[src/rtl/inst_fetch_queue_if.sv]
// ============================================================================
//  Module   : inst_fetch_queue_if
//  Purpose  : Run control, instruction-memory and CPU-decode signals of the
//             instruction fetch queue.
//  Revision : 1.0 - initial release
// ============================================================================
`default_nettype none

interface inst_fetch_queue_if;
    logic        enable;
    logic        start;
    logic        redirect;
    logic [7:0]  redirect_addr;
    logic [7:0]  imem_addr;
    logic        imem_re;
    logic [15:0] imem_data;
    logic [15:0] i_datain;
    logic        i_valid;
    logic        i_ready;
    logic        halted;

    // master is the fetch queue itself, slave is its environment
    modport master (
        input  enable, start, redirect, redirect_addr, imem_data, i_ready,
        output imem_addr, imem_re, i_datain, i_valid, halted
    );

    modport slave (
        output enable, start, redirect, redirect_addr, imem_data, i_ready,
        input  imem_addr, imem_re, i_datain, i_valid, halted
    );
endinterface

`default_nettype wire

[src/rtl/inst_fetch_queue.sv]
// ============================================================================
//  Module   : inst_fetch_queue
//  Purpose  : Sequential instruction prefetcher feeding a 4-entry FIFO.
//  Revision : 1.0 - initial release
// ============================================================================
`default_nettype none

module inst_fetch_queue #(
    parameter logic [4:0]  HALT_OP  = 5'b00001,
    parameter logic [15:0] NOP_WORD = 16'h0000
) (
    input  logic               clock,
    input  logic               reset,
    inst_fetch_queue_if.master bus
);

    localparam int         DEPTH     = 4;
    localparam logic [1:0] ST_IDLE   = 2'd0;
    localparam logic [1:0] ST_FETCH  = 2'd1;
    localparam logic [1:0] ST_HALTED = 2'd2;

    logic [1:0]  state_q,    state_d;
    logic [7:0]  fetch_pc_q, fetch_pc_d;
    logic [2:0]  count_q,    count_d;
    logic [1:0]  rd_ptr_q,   rd_ptr_d;
    logic [1:0]  wr_ptr_q,   wr_ptr_d;
    logic        inflight_q, inflight_d;
    logic [15:0] fifo_q [DEPTH];
    logic [15:0] fifo_d [DEPTH];

    logic [2:0]  w_occupancy;
    logic        w_flush;
    logic        w_issue;
    logic        w_push;
    logic        w_pop;
    logic        w_push_halt;

    // Slots already promised to an outstanding read count against capacity
    assign w_occupancy = count_q + {2'b00, inflight_q};
    assign w_flush     = bus.enable & bus.redirect & (state_q != ST_IDLE);
    assign w_issue     = (state_q == ST_FETCH) & bus.enable & ~bus.redirect
                         & (w_occupancy < 3'd4);
    assign w_push      = inflight_q & ~w_flush;
    assign w_pop       = (count_q != 3'd0) & bus.i_ready & bus.enable & ~w_flush;
    assign w_push_halt = w_push & (bus.imem_data[15:11] == HALT_OP);

    always_comb begin
        state_d    = state_q;
        fetch_pc_d = fetch_pc_q;
        count_d    = count_q;
        rd_ptr_d   = rd_ptr_q;
        wr_ptr_d   = wr_ptr_q;
        inflight_d = inflight_q;
        fifo_d     = fifo_q;

        if (w_flush) begin
            state_d    = ST_FETCH;
            fetch_pc_d = bus.redirect_addr;
            count_d    = 3'd0;
            rd_ptr_d   = 2'd0;
            wr_ptr_d   = 2'd0;
            inflight_d = 1'b0;
        end else begin
            // A read issued alongside the HALT push is dropped by never arming it
            inflight_d = w_issue & ~w_push_halt;
            if (w_issue) begin
                fetch_pc_d = fetch_pc_q + 8'd1;
            end
            if (w_push) begin
                fifo_d[wr_ptr_q] = bus.imem_data;
                wr_ptr_d         = wr_ptr_q + 2'd1;
            end
            if (w_pop) begin
                rd_ptr_d = rd_ptr_q + 2'd1;
            end
            case ({w_push, w_pop})
                2'b10:   count_d = count_q + 3'd1;
                2'b01:   count_d = count_q - 3'd1;
                default: count_d = count_q;
            endcase

            case (state_q)
                ST_IDLE: begin
                    if (bus.start && bus.enable) begin
                        state_d    = ST_FETCH;
                        fetch_pc_d = 8'h00;
                    end
                end
                ST_FETCH: begin
                    if (w_push_halt) begin
                        state_d = ST_HALTED;
                    end
                end
                default: state_d = state_q;
            endcase
        end
    end

    always_ff @(posedge clock or posedge reset) begin
        if (reset) begin
            state_q    <= ST_IDLE;
            fetch_pc_q <= 8'h00;
            count_q    <= 3'd0;
            rd_ptr_q   <= 2'd0;
            wr_ptr_q   <= 2'd0;
            inflight_q <= 1'b0;
            for (int i = 0; i < DEPTH; i++) begin
                fifo_q[i] <= 16'h0000;
            end
        end else begin
            state_q    <= state_d;
            fetch_pc_q <= fetch_pc_d;
            count_q    <= count_d;
            rd_ptr_q   <= rd_ptr_d;
            wr_ptr_q   <= wr_ptr_d;
            inflight_q <= inflight_d;
            fifo_q     <= fifo_d;
        end
    end

    assign bus.imem_re   = w_issue;
    assign bus.imem_addr = fetch_pc_q;
    assign bus.i_valid   = (count_q != 3'd0);
    assign bus.i_datain  = (count_q != 3'd0) ? fifo_q[rd_ptr_q] : NOP_WORD;
    assign bus.halted    = (state_q == ST_HALTED) && (count_q == 3'd0);

endmodule

`default_nettype wire

[src/flat_wrapper.sv]
// flat-port wrapper written by rule: the top's interface ports become plain ports
module inst_fetch_queue_flat 
#(
    parameter logic [4:0]  HALT_OP  = 5'b00001,
    parameter logic [15:0] NOP_WORD = 16'h0000
)
  (clock, reset, bus_enable, bus_start, bus_redirect, bus_redirect_addr, bus_imem_data, bus_i_ready, bus_imem_addr, bus_imem_re, bus_i_datain, bus_i_valid, bus_halted);
  inst_fetch_queue_if bus_i ();
  input  logic clock;
  input  logic reset;
  input wire logic [$bits(bus_i.enable)-1:0] bus_enable;
  input wire logic [$bits(bus_i.start)-1:0] bus_start;
  input wire logic [$bits(bus_i.redirect)-1:0] bus_redirect;
  input wire logic [$bits(bus_i.redirect_addr)-1:0] bus_redirect_addr;
  input wire logic [$bits(bus_i.imem_data)-1:0] bus_imem_data;
  input wire logic [$bits(bus_i.i_ready)-1:0] bus_i_ready;
  output wire logic [$bits(bus_i.imem_addr)-1:0] bus_imem_addr;
  output wire logic [$bits(bus_i.imem_re)-1:0] bus_imem_re;
  output wire logic [$bits(bus_i.i_datain)-1:0] bus_i_datain;
  output wire logic [$bits(bus_i.i_valid)-1:0] bus_i_valid;
  output wire logic [$bits(bus_i.halted)-1:0] bus_halted;
  assign bus_i.enable = bus_enable;
  assign bus_i.start = bus_start;
  assign bus_i.redirect = bus_redirect;
  assign bus_i.redirect_addr = bus_redirect_addr;
  assign bus_i.imem_data = bus_imem_data;
  assign bus_i.i_ready = bus_i_ready;
  assign bus_imem_addr = bus_i.imem_addr;
  assign bus_imem_re = bus_i.imem_re;
  assign bus_i_datain = bus_i.i_datain;
  assign bus_i_valid = bus_i.i_valid;
  assign bus_halted = bus_i.halted;
  inst_fetch_queue #(.HALT_OP(HALT_OP), .NOP_WORD(NOP_WORD)) u_core (.clock(clock), .reset(reset), .bus(bus_i));
endmodule
[config.mk]
export PLATFORM = sky130hd
export DESIGN_NAME = inst_fetch_queue_flat
export DESIGN_NICKNAME = d
export VERILOG_FILES = /design/src/rtl/inst_fetch_queue_if.sv /design/src/rtl/inst_fetch_queue.sv /design/src/flat_wrapper.sv
export SDC_FILE = /design/constraint.sdc
export NUM_CORES = 1
export LEC_CHECK = 0
export CAP_MARGIN = 20
export CORE_MARGIN = 5
export CORE_UTILIZATION = 55
export DETAILED_ROUTE_END_ITERATION = 16
export GPL_ROUTABILITY_DRIVEN = 0
export PLACE_DENSITY = 0.92
export RECOVER_POWER = 100
export SYNTH_ARGS = -nofsm -noshare
export SYNTH_HDL_FRONTEND = slang
export SYNTH_SLANG_ARGS = --single-unit
export TNS_END_PERCENT = 20
[constraint.sdc]
create_clock -name clock -period 3.1 [get_ports clock]
set_input_delay 0.62 -clock clock [delete_from_list [all_inputs] [get_ports clock]]
set_output_delay 0.62 -clock clock [all_outputs]
set_load 0.01 [all_outputs]
After elaboration in Yosys (flattened, before gate mapping)
Cells that the tools add are included.
{"block": "classes", "n_addsub": 6, "mul": 0, "div_mod_pow": 0, "n_lt_le_gt_ge": 4, "eq_ne": 7, "shifts": 0, "muxes": 22, "bitwise_logic": 16, "n_reduce_logical": 13}
{"operator": "$bwmux W64", "n": 1}
{"operator": "$mux W16", "n": 4}
{"operator": "$bmux W16 S2", "n": 1}
{"operator": "$demux W16 S2", "n": 1}
{"operator": "$mux W8", "n": 4}
{"operator": "$mux W2", "n": 7}
{"operator": "$and A1 B1 Y1", "n": 11}
{"operator": "$reduce_bool A3 Y1", "n": 3}
{"operator": "$add A8 B1 Y8 const B", "n": 1}
{"operator": "$ge A3 B3 Y1 const B", "n": 2}
{"operator": "$ne A3 B1 Y1 const B", "n": 2}
{"operator": "$not A2 Y3", "n": 2}
{"operator": "$pmux W3 S2", "n": 1}
{"operator": "$reduce_bool A2 Y1", "n": 3}
{"operator": "$eq A5 B1 Y1 const B", "n": 1}
{"operator": "$add A2 B1 Y2 const B", "n": 2}
{"operator": "$eq A2 B1 Y1 const B", "n": 2}
{"operator": "$eq A2 B2 Y1 const B", "n": 2}
{"operator": "$pmux W2 S2", "n": 1}
{"operator": "$add A3 B1 Y3", "n": 1}
{"operator": "$add A3 B1 Y3 const B", "n": 1}
{"operator": "$logic_and A1 B1 Y1", "n": 3}
{"operator": "$logic_not A3 Y1", "n": 1}
{"operator": "$lt A3 B1 Y1 const B", "n": 1}
{"operator": "other kinds (8)", "n": 10}
{"block": "totals", "reg_bits": 82, "latch_bits": 0, "ramBits": 0, "romBits": 0, "in_bits": 30, "out_inout_bits": 27, "elab_cells": 78, "memories": 0}

Logic depth before layout (Yosys ltp)
Gate-level depths: netlist of run 1.
{"block": "logic_depth", "word_depth": 8, "depth_mapped": 10, "depth_no_buf": 8}

Worst setup path after synthesis of run 1
Ideal clock, no wire load.
{"block": "synth_timing", "kind": "in2reg", "startpoint": "input bus_redirect", "endpoint": "register u_core.count_q[2]", "arrival_ns": 2.389, "path_slack_ns": 0.632, "cell_stages": 9, "path_cell_list": "o211a_1 > buf_6 > clkbuf_1 > nor2_1 > ha_1 > fa_1 > xnor2_1 > or3_1 > a21oi_1"}
{"block": "synth_via", "elab_chain_cells": 7, "word_cells_on_any_way": 10, "cone_classes": "eq/ne: 2; mux: 2; bitwise: 5; reduce/logical: 1"}
{"item": "start, declared", "line_no": "flat_wrapper.sv:13", "rtl": "input wire logic [$bits(bus_i.redirect)-1:0] bus_redirect;"}
{"item": "$and A1 B1 Y1 (*) (2 in a row)", "line_no": "inst_fetch_queue.sv:40", "rtl": "assign w_flush = bus.enable & bus.redirect & (state_q != ST_IDLE);"}
{"item": "$not A1 Y1 (no line)"}
{"item": "$and A1 B1 Y1, on equally long branches", "line_no": "inst_fetch_queue.sv:44, inst_fetch_queue.sv:43"}
{"item": "$eq A2 B1 Y1 / $eq A2 B2 Y1 (equally long branches)", "line_no": "inst_fetch_queue.sv:76", "rtl": "case ({w_push, w_pop})"}
{"item": "$pmux W3 S2", "line_no": "inst_fetch_queue.sv:76"}
{"item": "$mux W3", "line_no": "inst_fetch_queue.sv:56", "rtl": "if (w_flush) begin"}
{"item": "end signal, assigned", "line_no": "inst_fetch_queue.sv:113", "rtl": "count_q <= count_d;"}
{"item": "end, declared", "line_no": "inst_fetch_queue.sv:24", "rtl": "logic [2:0] count_q, count_d;"}
Every way passes the cells marked *; elsewhere a longest branch is shown, timed or not.
A chain may end at the register's enable or synchronous reset.

Worst setup path in the final report of run 1
{"block": "layout_timing", "startpoint": "input bus_enable", "endpoint": "output bus_imem_re"}
{"block": "layout_via", "elab_chain_cells": 3}
{"item": "start, declared", "line_no": "flat_wrapper.sv:11", "rtl": "input wire logic [$bits(bus_i.enable)-1:0] bus_enable;"}
{"item": "$and A1 B1 Y1 (2 in a row)", "line_no": "inst_fetch_queue.sv:41", "rtl": "assign w_issue = (state_q == ST_FETCH) & bus.enable & ~bus.redirect"}
{"item": "$and A1 B1 Y1", "line_no": "inst_fetch_queue.sv:42", "rtl": "& (w_occupancy < 3'd4);"}
{"item": "end, declared", "line_no": "flat_wrapper.sv:18", "rtl": "output wire logic [$bits(bus_i.imem_re)-1:0] bus_imem_re;"}
Every way passes these cells.

==> results of run 1 <==
## flip-flops by register name, indices dropped and copies added (netlist names)
| signal | cells |
|---|---|
| u_core.count_q | 3 |
| u_core.bus.imem_addr | 8 |
| u_core.fifo_q | 64 |
| u_core.inflight_q | 1 |
| u_core.wr_ptr_q | 2 |
| u_core.rd_ptr_q | 2 |
| u_core.state_q | 2 |
## final cells by class
| cell class | instances | area, um^2 |
|---|---|---|
| Tap cell | 99 | 124 |
| Inverter | 6 | 23.8 |
| Clock buffer | 11 | 141 |
| Sequential cell | 82 | 2050 |
| Fill cell | 560 | 2450 |
| Multi-Input combinational cell | 180 | 1770 |
| Clock inverter | 5 | 77.6 |
| Timing Repair Buffer | 64 | 609 |
## path summary, 6_finish.rpt
| kind | from | endpoint | slack (ns) | depth (start not counted) |
|---|---|---|---|---|
| worst max-delay path | bus_enable | bus_imem_re | 0.13 | 5 |
| worst min-delay path | u_core.fifo_q[3] | u_core.fifo_q[3] | 0.49 | 1 |
| worst max register to register | u_core.count_q[0] | u_core.count_q[2] | 0.51 | 8 |
| worst min register to register | u_core.fifo_q[3] | u_core.fifo_q[3] | 0.49 | 1 |
| max in group asynchronous | reset | u_core.fifo_q[14] | 0.67 | 3 |
| min in group asynchronous | reset | u_core.bus.imem_addr[3] | 1.05 | 2 |
## metrics by stage
step,setup slack [ns],instances,instance area [um^2],utilization [%]
after floorplan,0.372,282,4120,-
after global placement,0.308,431,4770,65.8
after detailed placement,0.199,431,4770,65.8
after CTS,0.136,447,4990,68.8
after global routing,0.0419,447,4800,66.2
final,0.125,447,4800,66.2
## cell families after synthesis
group / Yosys count / synth area share [%]
compound gates: 24 / 4.10
xor+xnor: 8 / 1.70
fa+ha+maj: 7 / 2.31
buf+inv: 20 / 3.04
flops: 82 / 49.8
mux: 83 / 30.6
simple gates: 58 / 8.39
## synthesized netlist by cell type, drive strengths merged (2+ instances only)
cell type | n | area (um^2)
o21a | 2 | 15.0
nor3b | 3 | 22.5
buf | 11 | 91.3
mux2 | 64 | 871
nand3 | 5 | 25.0
o311ai | 2 | 17.5
o211ai | 3 | 22.5
mux2i | 3 | 30.0
o21ai | 7 | 35.0
inv | 6 | 22.5
and2 | 16 | 100
a21oi | 3 | 15.0
nor2 | 8 | 30.0
xnor2 | 4 | 35.0
nor3 | 2 | 10.0
dfrtp | 82 | 2050
or3 | 2 | 12.5
nor2b | 2 | 15.0
xor2 | 4 | 35.0
nand2 | 14 | 82.6
a2111oi | 2 | 17.5
mux4 | 16 | 360
clkbuf | 3 | 11.3
nand4 | 3 | 18.8
ha | 6 | 75.1
## metal layers
layer | up-vias | GRT usage, % | part of all wire (%)
met5 | - | 0 | 0
met2 | 61 | 36.8 | 55
met4 | 0 | 7.83 | 1.9
met1 | 1347 | 23.7 | 39
li1 | 1150 | - | -
met3 | 13 | 4.34 | 4.1
## report_power, final
group,internal (uW),switching (uW)
Clock,473,377
Sequential,1490,299
Combinational,1040,707
## worst reg2reg max path, stage by stage, from the launching register on
cell and delay, ns:
dfrtp_1 0.45, or3_1 0.55, nand3_1 0.20, nor2_1 0.07, ha_1 0.23, fa_1 0.40
xnor2_1 0.16, or3_1 0.33, a21oi_1 0.14
==> impl_metrics.csv, run 1 <==
group,metric,value,unit
die,fp-row-count,31,
sta,fin_crit,2.97,ns
clock_network,insertion_delay,0.35,ns
grt,grt_max_degree,51,
clock_network,cts_buffer_depth,2,
grt,grt_antenna_before_repair,0,
die,coreArea,7250,um^2
sta,hold_violations,0,
logic_synthesis,yosysUniqueCellTypes,40,
detailed_routing,drtPass1Iterations,4,
layout,final_cell_mix,"dfrtp_1 (82), clkdlybuf4s50_1 (43), mux2_1 (37)",
clock_network,cts_resized,0,
power,p_per_area,914,nW/um^2
sta,tightest_slew,1.45,ns
sta,skew,0.0102,ns
clock_network,clock-sinks,82,
sta,slew_violations,0,
clock_network,post_cts_buffers,0,
placed_design,post-dp-hpwl,6.15,mm
die,die_area,9320,um^2
logic_synthesis,synth_edf_count,0,
detailed_routing,wl,8.69,mm
logic_synthesis,synthCells,282,
sta,maxSlewHeadroom,2.50,%
grt,grt-ovfl-total,0,
logic_synthesis,ys_ff_latch,82,
logic_synthesis,synth_fp_nets,319,
worst_setup_path,cp_slowest_cell,"dlygate4sd3_1",
power,p_leak,0.00213,uW
worst_setup_path,start_kind,"input port",
power,power,4390,uW
worst_setup_path,path_cells,"dlygate4sd3_1 -> nand4bb_1 -> a21o_1 -> inv_1 -> dlygate4sd3_1",
sta,rsz0062_at_grt,"no",
worst_setup_path,critical-path-top-delay-family,"buffers and inverters",
logic_synthesis,ys.flop_type,"dfrtp_1",
die,die_y,96.5,um
die,start_util,56.8,%
sta,fin_setup_tns,0,ns
clock_network,cts_made_buffers,9,
sta,fin_crit_sh,96.0,%
status,outcome,"completed",
detailed_routing,vias_per_cell,5.75,
grt,first_global_vias,2826,
grt,grtUsageTotal,20.4,%
worst_setup_path,cpPeakStageDelay,0.68,ns
detailed_routing,vias,2571,
die,die_w,96.5,um
layout,layout_commonest_cell,"dfrtp_1",
worst_setup_path,path_buf_inv,3,
worst_setup_path,worstPathArrival,2.35,ns
layout,finalNetCount,380,
clock_network,clk_pin_slew,0.08,ns
logic_synthesis,synth-seq-area-share,49.8,%
logic_synthesis,async_flop_share,100,%
sta,max_clock_freq,336,MHz
layout,areaGrowthSynthToFinish,16.6,%
die,io_pins,57,
worst_setup_path,worst_setup_path_end_kind,"output port",
worst_setup_path,path_class,"in -> out",
detailed_routing,wl_per_cell,19.4,um
logic_synthesis,synth_area,4120,um^2
logic_synthesis,yosys_warnings,0,
clock_network,ctsHoldBuffers,0,
logic_synthesis,avgSynthCellArea,14.6,um^2
layout,diodes,0,
worst_setup_path,cp_max_fo,8,
clock_network,cts_tree,"yes",
min_path,hold_path_class,"reg -> reg",
worst_setup_path,path_common_cell,"dlygate4sd3_1",
detailed_routing,postRouteAntennaNets,0,
power,ir_worst_vdd,0.342,mV
detailed_routing,post-route-drc-count,0,
sta,setup_violations,0,
placed_design,portBuffers,56,
worst_setup_path,worstPathRequired,2.48,ns
sta,hold_ws,0.491,ns
clock_network,cts-root-buf,"clkbuf_8",
clock_network,htreeDepth,3,
layout,drive_gt1_share,18.7,%
grt,grt_pass1_wl,14.2,mm
detailed_routing,drt-initial-drc-count,105,
job,maxCapViolCount,0,
Note: power is estimated with default switching activity, not from simulation.
==> run 2: changes to the inputs <==
- HOLD_SLACK_MARGIN: default -> 0.08
- TNS_END_PERCENT: 20 -> default
==> results of run 2 <==
No change in the layout: final DEF, timing and power equal those of run 1.
==> run 3: changes to the inputs <==
- PLACE_DENSITY: 0.92 -> default
- PLACE_DENSITY_LB_ADDON: default -> 0.1
==> impl_metrics.csv, run 3 (synthesis gave the netlist of run 1 again) <==
group,metric,value,unit
grt,grt_max_degree,43,
detailed_routing,wl,7.95,mm
clock_network,ctsHoldBuffers,0,
min_path,worstHoldStart,"u_core.fifo_q[21]",
die,fp-row-count,31,
clock_network,cts_made_buffers,9,
job,maxCapViolCount,1,
layout,areaGrowthSynthToFinish,16.1,%
clock_network,cts_buffer_depth,2,
detailed_routing,wl_met2,3.86,mm
sta,skew,0.00809,ns
detailed_routing,drt-met1-wl,3.74,mm
placed_design,post-dp-hpwl,5.35,mm
min_path,hold_path_class,"reg -> reg",
worst_setup_path,r2r_start,"u_core.count_q[0]",
detailed_routing,wl_per_cell,17.7,um
die,coreArea,7250,um^2
die,io_pins,57,
power,p_leak,0.00214,uW
status,outcome,"complete, but fails checks",
worst_setup_path,cp_max_fo,10,
sta,fin_crit,2.91,ns
detailed_routing,postRouteAntennaNets,0,
clock_network,cts_tree,"yes",
layout,drive_gt1_share,19.2,%
power,ir_worst_vdd,0.478,mV
placed_design,placedCellCount,433,
layout,stdcell_count,448,
sta,fin_crit_sh,93.9,%
sta,setup_violations,0,
clock_network,cts-root-buf,"clkbuf_8",
layout,layout_commonest_cell,"dfrtp_1",
detailed_routing,vias_per_cell,5.49,
grt,grt_pass1_wl,13.2,mm
worst_setup_path,path_class,"reg -> out",
detailed_routing,drt-initial-drc-count,47,
worst_setup_path,start_kind,"flop",
sta,max_clock_freq,344,MHz
clock_network,htreeDepth,3,
layout,finalNetCount,382,
die,die_area,9320,um^2
clock_network,clock-sinks,82,
sta,fin_setup_tns,0,ns
power,p_per_area,878,nW/um^2
clock_network,clk_pin_slew,0.08,ns
clock_network,cts_resized,0,
status,failed_checks,"max-capacitance violations, max-slew violations",
sta,slew_violations,43,
detailed_routing,wl_met3,241,um
layout,final_cell_mix,"dfrtp_1 (82), clkdlybuf4s50_1 (37), mux2_1 (36)",
layout,num-fill-cells,599,
grt,first_global_vias,2576,
sta,maxSlewHeadroom,-23.5,%
worst_setup_path,worst_setup_path_end_kind,"output port",
detailed_routing,vias,2460,
detailed_routing,post-route-drc-count,0,
layout,top_register,"u_core.fifo_q",
layout,largest_register_ffs,64,
worst_setup_path,worstPathRequired,2.48,ns
die,die_w,96.5,um
grt,grtUsageTotal,18.9,%
layout,diodes,0,
detailed_routing,highest_layer,"met4",
placed_design,portBuffers,56,
worst_setup_path,r2r_slack,0.69,ns
sta,hold_violations,0,
sta,rsz0062_at_grt,"no",
detailed_routing,drtPass1Iterations,4,
worst_setup_path,startpoint,"u_core.rd_ptr_q[1]",
clock_network,post_cts_buffers,0,
grt,grt_antenna_before_repair,0,
clock_network,insertion_delay,0.34,ns
worst_setup_path,worstPathArrival,2.29,ns
die,start_util,56.8,%
sta,tightest_slew,1.84,ns
die,die_y,96.5,um
grt,grt-ovfl-total,0,
run 3: cell types whose count changed in the layout (fill, tap and decap cells not counted):
cell / before / now
and2_0: 7 / 0
and2_1: 9 / 16
buf_4: 4 / 6
clkdlybuf4s50_1: 43 / 37
dlygate4sd3_1: 13 / 19
clkinv_4: 0 / 1
bufinv_16: 2 / 1
clkbuf_8: 10 / 9
mux2_2: 23 / 24
mux2_1: 37 / 36
run 3: cell type report:
class	count	area (um^2)	share of cell area, %
clock buffer	10	128	2.67
sequential	82	2050	42.9
timing repair buffer	66	624	13.1
clock inverter	5	56.3	1.18
multi-input combinational	180	1770	37.1
tap	99	124	2.59
inverter	6	23.8	0.497
run 3: critical path, cell delays in order, from the launching register on:
cell and delay (ns):
dfrtp_1 0.61, buf_4 0.29, mux4_2 0.30, and2_1 0.16, dlygate4sd3_1 0.59
run 3: routing by layer:
layer	vias up	track usage, %
met3	10	3.49
li1	1149	-
met4	0	6.66
met5	-	0
met2	36	29.9
met1	1265	26.4
run 3: through the flow:
step | area [um^2] | power [uW] | worst slack [ns] | util, % | hold slack [ns]
after floorplan | 4120 | 3020 | 0.372 | - | 0.474
after global placement | 4790 | 3690 | 0.355 | 66.0 | 0.482
after detailed placement | 4790 | 3740 | 0.278 | 66.0 | 0.489
after CTS | 4970 | 4490 | 0.234 | 68.6 | 0.508
after global routing | 4780 | 4500 | 0.0889 | 65.9 | 0.510
final | 4780 | 4200 | 0.190 | 65.9 | 0.494
run 3: path summary, 6_finish.rpt:
check	endpoint	depth (start not counted)
worst max-delay path	bus_i_datain[5]	4
worst min-delay path	u_core.fifo_q[21]	1
worst max register to register	u_core.count_q[2]	8
worst min register to register	u_core.fifo_q[21]	1
max in group asynchronous	u_core.fifo_q[47]	3
min in group asynchronous	u_core.bus.imem_addr[2]	2
run 3: where the power goes:
| part | switching, uW | internal [uW] | leakage, uW |
|---|---|---|---|
| logic | 667 | 1030 | 0.000997 |
| clock network | 368 | 367 | 0.0000921 |
| registers | 272 | 1490 | 0.00105 |
| total | 1310 | 2890 | 0.00214 |
